[config.mk]
export PLATFORM = sky130hd
export DESIGN_NAME = mcycle_sched
export DESIGN_NICKNAME = d
export VERILOG_FILES = /design/src/rtl/mcu_clk_pkg.sv /design/src/rtl/tick_gen.sv /design/src/rtl/mcycle_sched.sv
export SDC_FILE = /design/constraint.sdc
export NUM_CORES = 1
export LEC_CHECK = 0
export ABC_AREA = 1
export CAP_MARGIN = 25
export CORE_UTILIZATION = 39
export DETAILED_ROUTE_END_ITERATION = 16
export PLACE_DENSITY = 0.6
export SLEW_MARGIN = 20
export SYNTH_ARGS = -nofsm -noshare
export SYNTH_HDL_FRONTEND = slang
export SYNTH_SLANG_ARGS = --single-unit
[constraint.sdc]
create_clock -name clk_in -period 3.3 [get_ports clk_in]
set_clock_uncertainty 0.2 [all_clocks]
set_input_delay 0.33 -clock clk_in [delete_from_list [all_inputs] [get_ports clk_in]]
set_output_delay 0.33 -clock clk_in [all_outputs]
set_load 0.01 [all_outputs]
[src/rtl/mcu_clk_pkg.sv]
// Shared encodings and helpers for the 8051 machine-cycle clock scheduler.
// Modes, state numbering and the ALE phase decode live here.
package mcu_clk_pkg;

    localparam int MC_PHASES = 12;
    localparam int DIV_W     = 4;

    localparam logic [DIV_W-1:0] DIV_ONE = 4'd1;

    typedef enum logic [1:0] {
        MODE_RUN  = 2'd0,
        MODE_IDLE = 2'd1,
        MODE_PD   = 2'd2
    } mode_e;

    localparam logic [2:0] S1 = 3'd1;
    localparam logic [2:0] S2 = 3'd2;
    localparam logic [2:0] S3 = 3'd3;
    localparam logic [2:0] S4 = 3'd4;
    localparam logic [2:0] S5 = 3'd5;
    localparam logic [2:0] S6 = 3'd6;

    // ALE is high in S1P2, S2P1, S4P2, S5P1 in RUN; forced high in IDLE, low in PD.
    function automatic logic ale_decode(input logic [2:0] st, input logic ph2, input mode_e md);
        logic run_ale;
        case (st)
            S1, S4:  run_ale = ph2;
            S2, S5:  run_ale = ~ph2;
            S3, S6:  run_ale = 1'b0;
            default: run_ale = 1'b0;
        endcase
        case (md)
            MODE_RUN:  return run_ale;
            MODE_IDLE: return 1'b1;
            default:   return 1'b0;
        endcase
    endfunction

endpackage

[src/rtl/tick_gen.sv]
// Phase prescaler: counts clk_in cycles up to the active ratio and emits a tick.
// A new ratio waits in a pending register until the tick that enters S1P1.
module tick_gen
    import mcu_clk_pkg::*;
#(
    parameter logic [DIV_W-1:0] DIV_RST = 4'd1
) (
    input  logic             clk_in,
    input  logic             rst_n,
    input  logic             freeze,
    input  logic             load,
    input  logic             div_wr,
    input  logic [DIV_W-1:0] div_val,
    output logic             tick,
    output logic             at_boundary
);

    logic [DIV_W-1:0] cnt_r;
    logic [DIV_W-1:0] div_r;
    logic [DIV_W-1:0] pend_r;
    logic [DIV_W-1:0] div_val_s;

    assign div_val_s   = (div_val == 4'd0) ? DIV_ONE : div_val;
    assign tick        = ~freeze && (cnt_r == (div_r - DIV_ONE));
    assign at_boundary = tick && load;

    // Prescaler counter, pending ratio capture and ratio swap at the machine-cycle boundary.
    always_ff @(posedge clk_in or negedge rst_n) begin
        if (!rst_n) begin
            cnt_r  <= 4'd0;
            div_r  <= DIV_RST;
            pend_r <= DIV_RST;
        end else begin
            if (freeze || tick) begin
                cnt_r <= 4'd0;
            end else begin
                cnt_r <= cnt_r + DIV_ONE;
            end
            if (div_wr) begin
                pend_r <= div_val_s;
            end
            if (at_boundary) begin
                div_r <= pend_r;
            end
        end
    end

endmodule

[src/rtl/mcycle_sched.sv]
// 8051 machine-cycle scheduler: S1P1..S6P2 sequencer, PCON run/idle/power-down
// mode FSM, registered phase enables and ALE decode, all on clk_in.
module mcycle_sched
    import mcu_clk_pkg::*;
#(
    parameter logic [DIV_W-1:0] DIV_RST = 4'd1
) (
    input  logic             clk_in,
    input  logic             rst_n,
    input  logic             div_wr,
    input  logic [DIV_W-1:0] div_val,
    input  logic             idle_req,
    input  logic             pd_req,
    input  logic             wake,
    output logic             periph_en,
    output logic             cpu_en,
    output logic             mc_start,
    output logic [2:0]       state,
    output logic             p2,
    output logic             ale,
    output logic [1:0]       mode
);

    localparam logic [3:0] LAST_PHASE = 4'(MC_PHASES - 1);

    // Phase index 0..11: state = index/2 + 1, p2 = index LSB.
    logic [3:0] phase_r;
    logic [3:0] phase_nxt_s;
    mode_e      mode_r;
    mode_e      mode_nxt_s;
    logic       idle_pend_r;
    logic       pd_pend_r;
    logic       wake_pend_r;
    logic       idle_s;
    logic       pd_s;
    logic       wake_s;
    logic       tick_s;
    logic       bnd_s;
    logic       last_s;
    logic       freeze_s;
    logic       periph_en_r;
    logic       cpu_en_r;
    logic       mc_start_r;

    assign last_s   = (phase_r == LAST_PHASE);
    assign freeze_s = (mode_r == MODE_PD);

    tick_gen #(
        .DIV_RST (DIV_RST)
    ) u_tick_gen (
        .clk_in      (clk_in),
        .rst_n       (rst_n),
        .freeze      (freeze_s),
        .load        (last_s),
        .div_wr      (div_wr),
        .div_val     (div_val),
        .tick        (tick_s),
        .at_boundary (bnd_s)
    );

    // Next phase and next mode; a request arriving on the boundary cycle itself is honoured.
    always_comb begin
        idle_s      = idle_pend_r | idle_req;
        pd_s        = pd_pend_r | pd_req;
        wake_s      = wake_pend_r | wake;
        phase_nxt_s = phase_r;
        mode_nxt_s  = mode_r;
        if (tick_s) begin
            if (last_s) begin
                phase_nxt_s = 4'd0;
            end else begin
                phase_nxt_s = phase_r + 4'd1;
            end
        end else begin
            phase_nxt_s = phase_r;
        end
        if (bnd_s) begin
            case (mode_r)
                MODE_RUN: begin
                    if (pd_s) begin
                        mode_nxt_s = MODE_PD;
                    end else if (idle_s) begin
                        mode_nxt_s = MODE_IDLE;
                    end else begin
                        mode_nxt_s = MODE_RUN;
                    end
                end
                MODE_IDLE: begin
                    if (pd_s) begin
                        mode_nxt_s = MODE_PD;
                    end else if (wake_s) begin
                        mode_nxt_s = MODE_RUN;
                    end else begin
                        mode_nxt_s = MODE_IDLE;
                    end
                end
                default: mode_nxt_s = mode_r;
            endcase
        end else begin
            mode_nxt_s = mode_r;
        end
    end

    // Sequencer, mode and enable registers.
    always_ff @(posedge clk_in or negedge rst_n) begin
        if (!rst_n) begin
            phase_r     <= LAST_PHASE;
            mode_r      <= MODE_RUN;
            periph_en_r <= 1'b0;
            cpu_en_r    <= 1'b0;
            mc_start_r  <= 1'b0;
        end else begin
            phase_r     <= phase_nxt_s;
            mode_r      <= mode_nxt_s;
            periph_en_r <= tick_s && (mode_nxt_s != MODE_PD);
            cpu_en_r    <= tick_s && (mode_nxt_s == MODE_RUN);
            mc_start_r  <= bnd_s && (mode_nxt_s == MODE_RUN);
        end
    end

    // Pending PCON requests; every boundary consumes whatever was pending.
    always_ff @(posedge clk_in or negedge rst_n) begin
        if (!rst_n) begin
            idle_pend_r <= 1'b0;
            pd_pend_r   <= 1'b0;
            wake_pend_r <= 1'b0;
        end else if (bnd_s) begin
            idle_pend_r <= 1'b0;
            pd_pend_r   <= 1'b0;
            wake_pend_r <= 1'b0;
        end else begin
            idle_pend_r <= idle_pend_r | (idle_req && (mode_r == MODE_RUN));
            pd_pend_r   <= pd_pend_r | (pd_req && (mode_r != MODE_PD));
            wake_pend_r <= wake_pend_r | (wake && (mode_r == MODE_IDLE));
        end
    end

    assign state     = phase_r[3:1] + 3'd1;
    assign p2        = phase_r[0];
    assign mode      = mode_r;
    assign ale       = ale_decode(state, p2, mode_r);
    assign periph_en = periph_en_r;
    assign cpu_en    = cpu_en_r;
    assign mc_start  = mc_start_r;

endmodule
==> flow_metrics.tcl, run 1 <==
set metrics [dict create \
    combPwrFrac_pct 6.7 \
    clock_path_buffers 2 \
    maxSlewHeadroom_pct 70.4 \
    wl_um 2450 \
    finalCritPeriodShare_pct 80.6 \
    place.gp.congestion 0.812 \
    htree_levels 1 \
    dp_slack_ps 973 \
    drt_first_iter_violations 41 \
    cts_sinks 24 \
    hold-worst-slack_ps 157 \
    nets 218 \
    clkLatencyLatePin_ps 310 \
    tightest_slew_ps 439 \
    arrival_ps 2130 \
    cts_tree "built" \
    synth_commonest_cells "35 x nand2_1, 33 x inv_1, 19 x dfrtp_1, 19 x nor2_1, 12 x o21ai_0" \
    synth.most_common_cell "nand2_1" \
    vias 1097 \
    clk_pin_slew_worst_paths_ps 140 \
    crit_required_ps 2770 \
    dieArea_mm2 0.00375 \
    synth_edf_count 0 \
    synth_cell_types 23 \
    critPathSlowestCell "dfstp_2" \
    grt-ovfl-total 0 \
    routedWlPerCell_um 9.95 \
    initial_core_util_pct 40.7 \
    setup_ws_ps 641 \
    io_pins 20 \
    synthFlopType "dfrtp_1" \
    setup_viol 0 \
    power_density_mw_per_mm2 286 \
    critical_path_class "reg2out" \
    grt_max_degree 25 \
    worst-path-buf-inv 2 \
    p_sw_uw 108 \
    synthArstFlopShare_pct 100 \
    dr.pass1.iters 4 \
    drc 0 \
    p_leak_nw 0.859 \
    rsz0062_at_grt "no" \
    yosysTopAreaCell "dfrtp_1" \
    synth_fp_nets 193 \
    cp.depth 8 \
    design_area_mm2 0.00165 \
    rows 21 \
    yosys-top-cells-area "dfrtp_1 35%, dfstp_2 9.6%, nand2_1 9.6%" \
    area_growth_pct 20.5 \
    die_y_um 61.3 \
    ff2ff_path_depth 13 \
    hold_viol_final 0 \
    crit_family "flip-flops" \
    grt_pass1_vias 972 \
    grt_pass1_wl_um 4220 \
    cts_setup_buffers 0 \
    status "finished, final reports clean" \
    port_buffers 19 \
    fmax_mhz 376 \
    fin_crit_ps 2660 \
    synthCells 176 \
    viasPerCell 4.46 \
    worstHoldPathType "in2async" \
    start_kind "flip-flop" \
    tns_ps 0 \
    grt_use_total_pct 15.3 \
    ir_drop_uv 143 \
    place_area_mm2 0.00163 \
    p_int_uw 363 \
    cts-resized-gates 0 \
    maxSlewViolCount 0 \
    ys_seq_elements 24 \
    crit_path_max_incr_delay_ps 600 \
    die_w_um 61.3 \
    drive_gt1_share_pct 15.5 \
    yosysWarnings 0 \
    crit_chain "ha_1 > xnor2_1 > inv_1 > nand2_1 > nand3_1 > nand3_1 > nand2_1 > clkdlybuf4s50_1" \
    syn-mean-instance-area_um2 7.78 \
    syn_area_mm2 0.00137 \
    seq_power_share_pct 64.3 \
    crit_fanout 5 \
    synth_top_area_share_pct 34.7 \
    hold_buffers 0 \
    final_antenna_net_count 0 \
    cts_made_buffers 3 \
    switching_share_pct 23.0 \
    p_clk_share_pct 28.9 \
    seq_area_frac_synth_pct 44.3 \
    dp_hpwl_um 1940 \
    maxCapViolations 0 \
    num_antenna_cells 0 \
    root_buffer "clkbuf_4" \
    end_kind "primary output" \
    antenna_found_initial 0 \
    core-area_mm2 0.00336 \
]
## registers in the layout, indices dropped and copies added, names as in the netlist, 2 cells and up
register	cells
mode	2
phase_r	4
u_tick_gen.cnt_r	4
u_tick_gen.div_r	4
u_tick_gen.pend_r	4
## layout by cell type (no fill, tap or decap), drive strengths merged
master / count
o2111ai: 1
or2: 2
dfstp: 5
o21ai: 13
dfrtp: 19
o211ai: 1
clkbuf: 4
xor2: 1
nand4: 3
nand2: 45
a21oi: 4
inv: 39
nor3: 2
nand3: 9
nor2: 23
clkdlybuf4s50: 19
buf: 1
ha: 7
xnor2: 2
## power by group through the flow
| stage | combinational, mW | clock [mW] | sequential, mW |
|---|---|---|---|
| floorplan | 0.00909 | 0 | 0.308 |
| global placement | 0.0317 | 0 | 0.309 |
| detailed placement | 0.0326 | 0 | 0.309 |
| CTS | 0.0327 | 0.141 | 0.304 |
| global route | 0.0365 | 0.157 | 0.305 |
| finish | 0.0317 | 0.137 | 0.304 |
## kinds of logic (layout without fill, tap and decap cells)
kind of cell	after synthesis	in the layout	share of synthesized area, %
buf+inv	39	63	10.7
fa+ha+maj	7	7	6.39
compound gates	19	19	7.40
simple gates	84	84	29.3
flops	24	24	44.3
xor+xnor	3	3	1.92
## metal layers
metal | routed length [µm] | share of wire, % | GRT usage (%)
met4 | 23 | 0.94 | 4.87
met2 | 1130 | 46 | 23.3
met3 | 47 | 1.9 | 1.89
met1 | 1250 | 51 | 22.7
met5 | 0 | 0 | 0
## per-stage QoR
stage / std cells / util [%] / power [mW]
floorplan: 176 / - / 0.318
global placement: 242 / 48.3 / 0.340
detailed placement: 242 / 48.3 / 0.341
CTS: 246 / 49.1 / 0.477
global route: 246 / 49.1 / 0.498
finish: 246 / 49.1 / 0.472
## area by class of cell
| class | count | area (µm²) |
|---|---|---|
| fill | 363 | 1710 |
| multi-input combinational | 113 | 617 |
| sequential | 24 | 607 |
| timing repair buffer | 20 | 198 |
| inverter | 39 | 146 |
| tap | 46 | 57.6 |
| clock buffer | 4 | 26.3 |
## worst paths after layout
check	to	slack, ps	from
setup / recovery	ale	640	phase_r[1]
hold / removal	cpu_en	160	rst_n
setup reg to reg	periph_en	1170	u_tick_gen.div_r[0]
hold reg to reg	u_tick_gen.pend_r[3]	290	u_tick_gen.pend_r[3]
max in group asynchronous	phase_r[3]	2450	rst_n
min in group clk_in	u_tick_gen.pend_r[3]	290	u_tick_gen.pend_r[3]
Note: power is estimated with default switching activity, not from simulation.
==> run 2, diff against run 1 <==
--- a/config.mk
+++ b/config.mk
@@ -9,7 +9,7 @@
 export CAP_MARGIN = 25
 export CORE_UTILIZATION = 39
 export DETAILED_ROUTE_END_ITERATION = 16
-export PLACE_DENSITY = 0.6
+export PLACE_DENSITY = 0.62
 export SLEW_MARGIN = 20
 export SYNTH_ARGS = -nofsm -noshare
 export SYNTH_HDL_FRONTEND = slang
==> constraint.sdc (replaced) <==
create_clock -name clk_in -period 2.1 [get_ports clk_in]
set_clock_uncertainty 0.2 [all_clocks]
set_input_delay 0.21 -clock clk_in [delete_from_list [all_inputs] [get_ports clk_in]]
set_output_delay 0.21 -clock clk_in [all_outputs]
set_load 0.01 [all_outputs]
==> run 2 against run 1 <==
- global-route usage grew 0.51 points
- critical path depth unchanged
- sequential power is 57% higher
- via count is 2.8% higher
- core utilization up 4.9 points
- wire length up 8.3%
- die area did not move
- critical path type unchanged
- sequential share of layout area decreased by 3.3 points
- highest routed layer unchanged
- sequential cell count stayed put
- clock-buffer cell count decreased by 1
- combinational power rose by 56%
- non-clock buffer count is 8 higher
==> flow_metrics.tcl, run 2 (synthesis results as in run 1) <==
set metrics [dict create \
    start_kind "flip-flop" \
    grt-ovfl-total 0 \
    antenna_found_initial 0 \
    final_antenna_net_count 0 \
    top_layer_used "met4" \
    end_kind "primary output" \
    die_y_um 61.3 \
    placed_cells 247 \
    rsz0062_at_grt "yes" \
    place_area_mm2 0.00166 \
    arrival_ps 1670 \
    crit_family "flip-flops" \
    stdcell_count 254 \
    setup_viol 0 \
    route.met2.wl_um 1340 \
    cts_made_buffers 3 \
    cts_tree "built" \
    p_int_uw 690 \
    status "finished, final reports clean" \
    crit_path_max_incr_delay_ps 590 \
    nets 226 \
    tightest_slew_ps 348 \
    vias 1128 \
    drive_gt1_share_pct 26.9 \
    clkLatencyLatePin_ps 320 \
    drt_first_iter_violations 71 \
    ff2ff_path_depth 13 \
    rows 21 \
    maxSlewViolCount 0 \
    die_w_um 61.3 \
    layout_commonest_cell "nand2_1" \
    num_antenna_cells 0 \
    hold_viol_final 0 \
    io_pins 20 \
    worstHoldPathType "in2async" \
    multi_input_area_um2 701 \
    power_uw 863 \
    fin_crit_ps 2080 \
    core-area_mm2 0.00336 \
    place.gp.congestion 0.797 \
    crit_required_ps 1690 \
    hold_buffers 0 \
    dr_wl_met3_um 54 \
    post-route-util_pct 54.0 \
    grt_use_total_pct 15.8 \
    root_buffer "clkbuf_4" \
    wl_um 2650 \
    grt_max_degree 25 \
    cts_sinks 24 \
    worst-path-buf-inv 3 \
    drc 0 \
    switching_share_pct 20.1 \
    initial_core_util_pct 40.7 \
    p_leak_nw 0.912 \
    port_buffers 19 \
    critPathSlowestCell "dfstp_2" \
    htree_levels 1 \
    grt_pass1_wl_um 4330 \
    p_sw_uw 174 \
    clock_path_buffers 2 \
    combPwrFrac_pct 5.7 \
    tns_ps 0 \
    critical_path_class "reg2out" \
    most-common-layout-cells "33 x nand2_1, 29 x inv_1, 19 x dfrtp_1" \
    cp.depth 8 \
    crit_fanout 4 \
    dp_hpwl_um 1980 \
    grt_pass1_vias 1050 \
    viasPerCell 4.44 \
    drt-met1-wl_um 1230 \
    dr.pass1.iters 5 \
    ir_drop_uv 297 \
    seq_power_share_pct 55.3 \
    rr_endpoint "periph_en" \
    p_clk_share_pct 39.0 \
    dieArea_mm2 0.00375 \
    area_growth_pct 32.5 \
    clk_pin_slew_worst_paths_ps 140 \
    finalCritPeriodShare_pct 98.8 \
    fmax_mhz 482 \
    routedWlPerCell_um 10.4 \
    r2r_start "u_tick_gen.div_r[0]" \
    r2r_slack_ps 50 \
    design_area_mm2 0.00182 \
    maxSlewHeadroom_pct 76.7 \
    ff_latch_area_um2 607 \
    power_density_mw_per_mm2 476 \
    maxCapViolations 0 \
    fillers 353 \
    crit_chain "buf_6 > inv_1 > ha_2 > nand2_1 > nand3_1 > nand3_1 > nand2_1 > clkbuf_2" \
]
[run 2: worst max-delay path by stage]
| stage | startpoint | to | slack (ps) |
|---|---|---|---|
| finish | phase_r[1] | ale | 20 |
| global route | u_tick_gen.div_r[0] | periph_en | -110 |
| global placement | phase_r[1] | ale | 10 |
| detailed placement | phase_r[1] | ale | -50 |
| CTS | phase_r[1] | ale | -190 |
| floorplan | u_tick_gen.div_r[0] | periph_en | 160 |
[run 2: power groups by stage]
stage                     Combinational, mW  Clock (mW)  Sequential (mW)
final                                0.0494       0.337            0.477
after global routing                 0.0565       0.362            0.479
after CTS                            0.0504       0.350            0.477
after detailed placement             0.0509           0            0.485
after global placement               0.0496           0            0.485
after floorplan                      0.0143           0            0.485
[run 2: worst reg2reg max path: stages, from the launching register on]
cell and delay [ps]:
dfstp_2 580, inv_2 50, ha_4 260, inv_2 30, nand2_2 50, nand2_2 60
inv_2 50, nand2_2 50, nor2_4 90, nand4_4 160, nor2_4 170, nor2_4 40
nor2_1 110, nor2_1 40
[run 2: stage by stage]
stage / setup WS (ps) / hold slack, ps
2_1_floorplan: 160 / -286
3_3_place_gp: 9.64 / 261
3_5_place_dp: -46.9 / 261
4_1_cts: -189 / 24.9
5_1_grt: -105 / 54.8
6_report: 24.8 / 18.9
[run 2: layout make-up]
class | instances | share of cell area [%]
timing repair buffer | 28 | 13.9
sequential | 24 | 33.4
clock inverter | 1 | 1.65
multi-input combinational | 113 | 38.6
tap | 46 | 3.17
clock buffer | 3 | 1.24
inverter | 39 | 8.06
[run 2: what timing repair did]
item,CTS,global route
setup buffers,1,2
endpoints found under the setup margin,3,21
resized for setup,6,23
pin swaps,0,4
[run 2: metal layers]
layer / global-route usage, % / vias up
li1: - / 603
met1: 20.1 / 510
met2: 26.9 / 13
met3: 2.10 / 2
met4: 7.14 / 0
met5: 0 / -
==> run 3, diff against run 2 <==
--- a/config.mk
+++ b/config.mk
@@ -10,6 +10,7 @@
 export CORE_UTILIZATION = 39
 export DETAILED_ROUTE_END_ITERATION = 16
 export PLACE_DENSITY = 0.62
+export SKIP_LAST_GASP = 1
 export SLEW_MARGIN = 20
 export SYNTH_ARGS = -nofsm -noshare
 export SYNTH_HDL_FRONTEND = slang
==> run 3 against run 2 <==
- sequential share of layout area is essentially flat
- final cell count is the same
- hold slack lost 2.5 ps
- non-clock buffer count is the same
- wire length grew 0.26%
- critical path type unchanged
- largest cell class unchanged
==> flow_metrics.tcl, run 3 (synthesis results as in run 1) <==
set metrics [dict create \
    initial_core_util_pct 40.7 \
    r2r_slack_ps 50 \
    maxSlewHeadroom_pct 76.7 \
    finalCritPeriodShare_pct 99.4 \
    cts_sinks 24 \
    tightest_slew_ps 348 \
    port_buffers 19 \
    fmax_mhz 479 \
    wl_um 2660 \
    fillers 352 \
    grtUsageMet3_pct 2.10 \
    end_kind "primary output" \
    die_y_um 61.3 \
    status "finished, final reports clean" \
    ir_drop_uv 300 \
    worstHoldPathType "in2async" \
    vias 1125 \
    final_antenna_net_count 0 \
    p_leak_nw 0.913 \
    crit_path_max_incr_delay_ps 590 \
    setup_viol 0 \
    clkLatencyLatePin_ps 320 \
    arrival_ps 1680 \
    dieArea_mm2 0.00375 \
    place.gp.congestion 0.797 \
    critical_path_class "reg2out" \
    nets 226 \
    r2r_start "u_tick_gen.div_r[0]" \
    area_growth_pct 32.7 \
    grt_max_degree 25 \
    rows 21 \
    crit_family "flip-flops" \
    core-area_mm2 0.00336 \
    drc 0 \
    power_density_mw_per_mm2 476 \
    crit_required_ps 1690 \
    worst-path-buf-inv 3 \
    io_pins 20 \
    maxSlewViolCount 0 \
    crit_chain "buf_6 > inv_1 > ha_2 > nand2_1 > nand3_1 > nand3_1 > nand2_1 > clkbuf_2" \
    cts_made_buffers 3 \
    cts_tree "built" \
    setup_ws_ps 11.9 \
    dp_hpwl_um 1980 \
    grt_pass1_wl_um 4310 \
    rsz0062_at_grt "yes" \
    dp_slack_ps -46.9 \
    use_met1_pct 20.0 \
    fin_crit_ps 2090 \
    drive_gt1_share_pct 27.4 \
    grt_use_met2_pct 26.9 \
    dr.pass1.iters 5 \
    rr_endpoint "periph_en" \
    clock_path_buffers 2 \
    drt_first_iter_violations 69 \
    most-common-layout-cells "32 x nand2_1, 29 x inv_1, 19 x dfrtp_1" \
    root_buffer "clkbuf_4" \
    critPathSlowestCell "dfstp_2" \
    post-route-util_pct 54.1 \
    viasPerCell 4.43 \
    hold_buffers 0 \
    crit_fanout 4 \
    grt_busiest_layer "met2" \
    num_antenna_cells 0 \
    antenna_found_initial 0 \
    die_w_um 61.3 \
    grt_pass1_vias 1049 \
    grt-ovfl-total 0 \
    routedWlPerCell_um 10.5 \
    htree_levels 1 \
    ff2ff_path_depth 13 \
    grt_use_total_pct 15.8 \
    hold_viol_final 0 \
    maxCapViolations 0 \
    clk_pin_slew_worst_paths_ps 140 \
    layout_commonest_cell "nand2_1" \
    start_kind "flip-flop" \
]
[run 3: changes by cell type in the layout (fill, tap and decap cells not counted)]
cell / delta
nand2_1: -1
nand2_2: +1
[run 3: layout make-up]
type	instances	area [µm²]	share of cell area, %
multi-input cells	113	703	38.7
clock buffers	3	22.5	1.24
well taps	46	57.6	3.17
inverters	39	146	8.05
clock inverters	1	30.0	1.65
repair buffers	28	251	13.8
flip-flops and latches	24	607	33.4
[run 3: worst max path at each step]
stage                        start         to  slack, ps  cells after the start
2_1_floorplan  u_tick_gen.div_r[0]  periph_en        160                     13
4_1_cts                 phase_r[1]        ale       -190                      8
3_3_place_gp            phase_r[1]        ale         10                      7
5_1_grt        u_tick_gen.div_r[0]  periph_en       -110                     13
6_report                phase_r[1]        ale         10                      8
3_5_place_dp            phase_r[1]        ale        -50                      8
[run 3: what timing repair did]
action,CTS,global route
setup endpoints to repair,3,21
pin swaps,0,3
hold endpoints to repair,0,0
resized for setup,5,25
setup buffers,1,2
[run 3: per-stage QoR]
stage | hold slack [ps] | std cells | TNS [ps] | total power, mW | instance area [µm²]
after detailed placement | 261 | 247 | -46.9 | 0.536 | 1660
after CTS | 24.9 | 252 | -225 | 0.877 | 1730
final | 16.4 | 254 | 0 | 0.865 | 1820
after floorplan | -286 | 176 | 0 | 0.499 | 1370
after global placement | 261 | 247 | 0 | 0.534 | 1660
after global routing | 51.6 | 254 | -583 | 0.900 | 1820
[run 3: routing by layer]
layer,vias to the layer above,part of all wire (%)
li1,603,-
met1,508,47
met2,12,50
met3,2,2.0
met4,0,0.75
met5,-,0
[run 3: power breakdown]
part	switching (mW)	total, mW	internal, mW	leakage (nW)
Combinational	0.0248	0.0495	0.0247	0.594
Sequential	0.00528	0.477	0.472	0.290
Clock	0.145	0.338	0.193	0.0279
Total	0.175	0.865	0.690	0.913
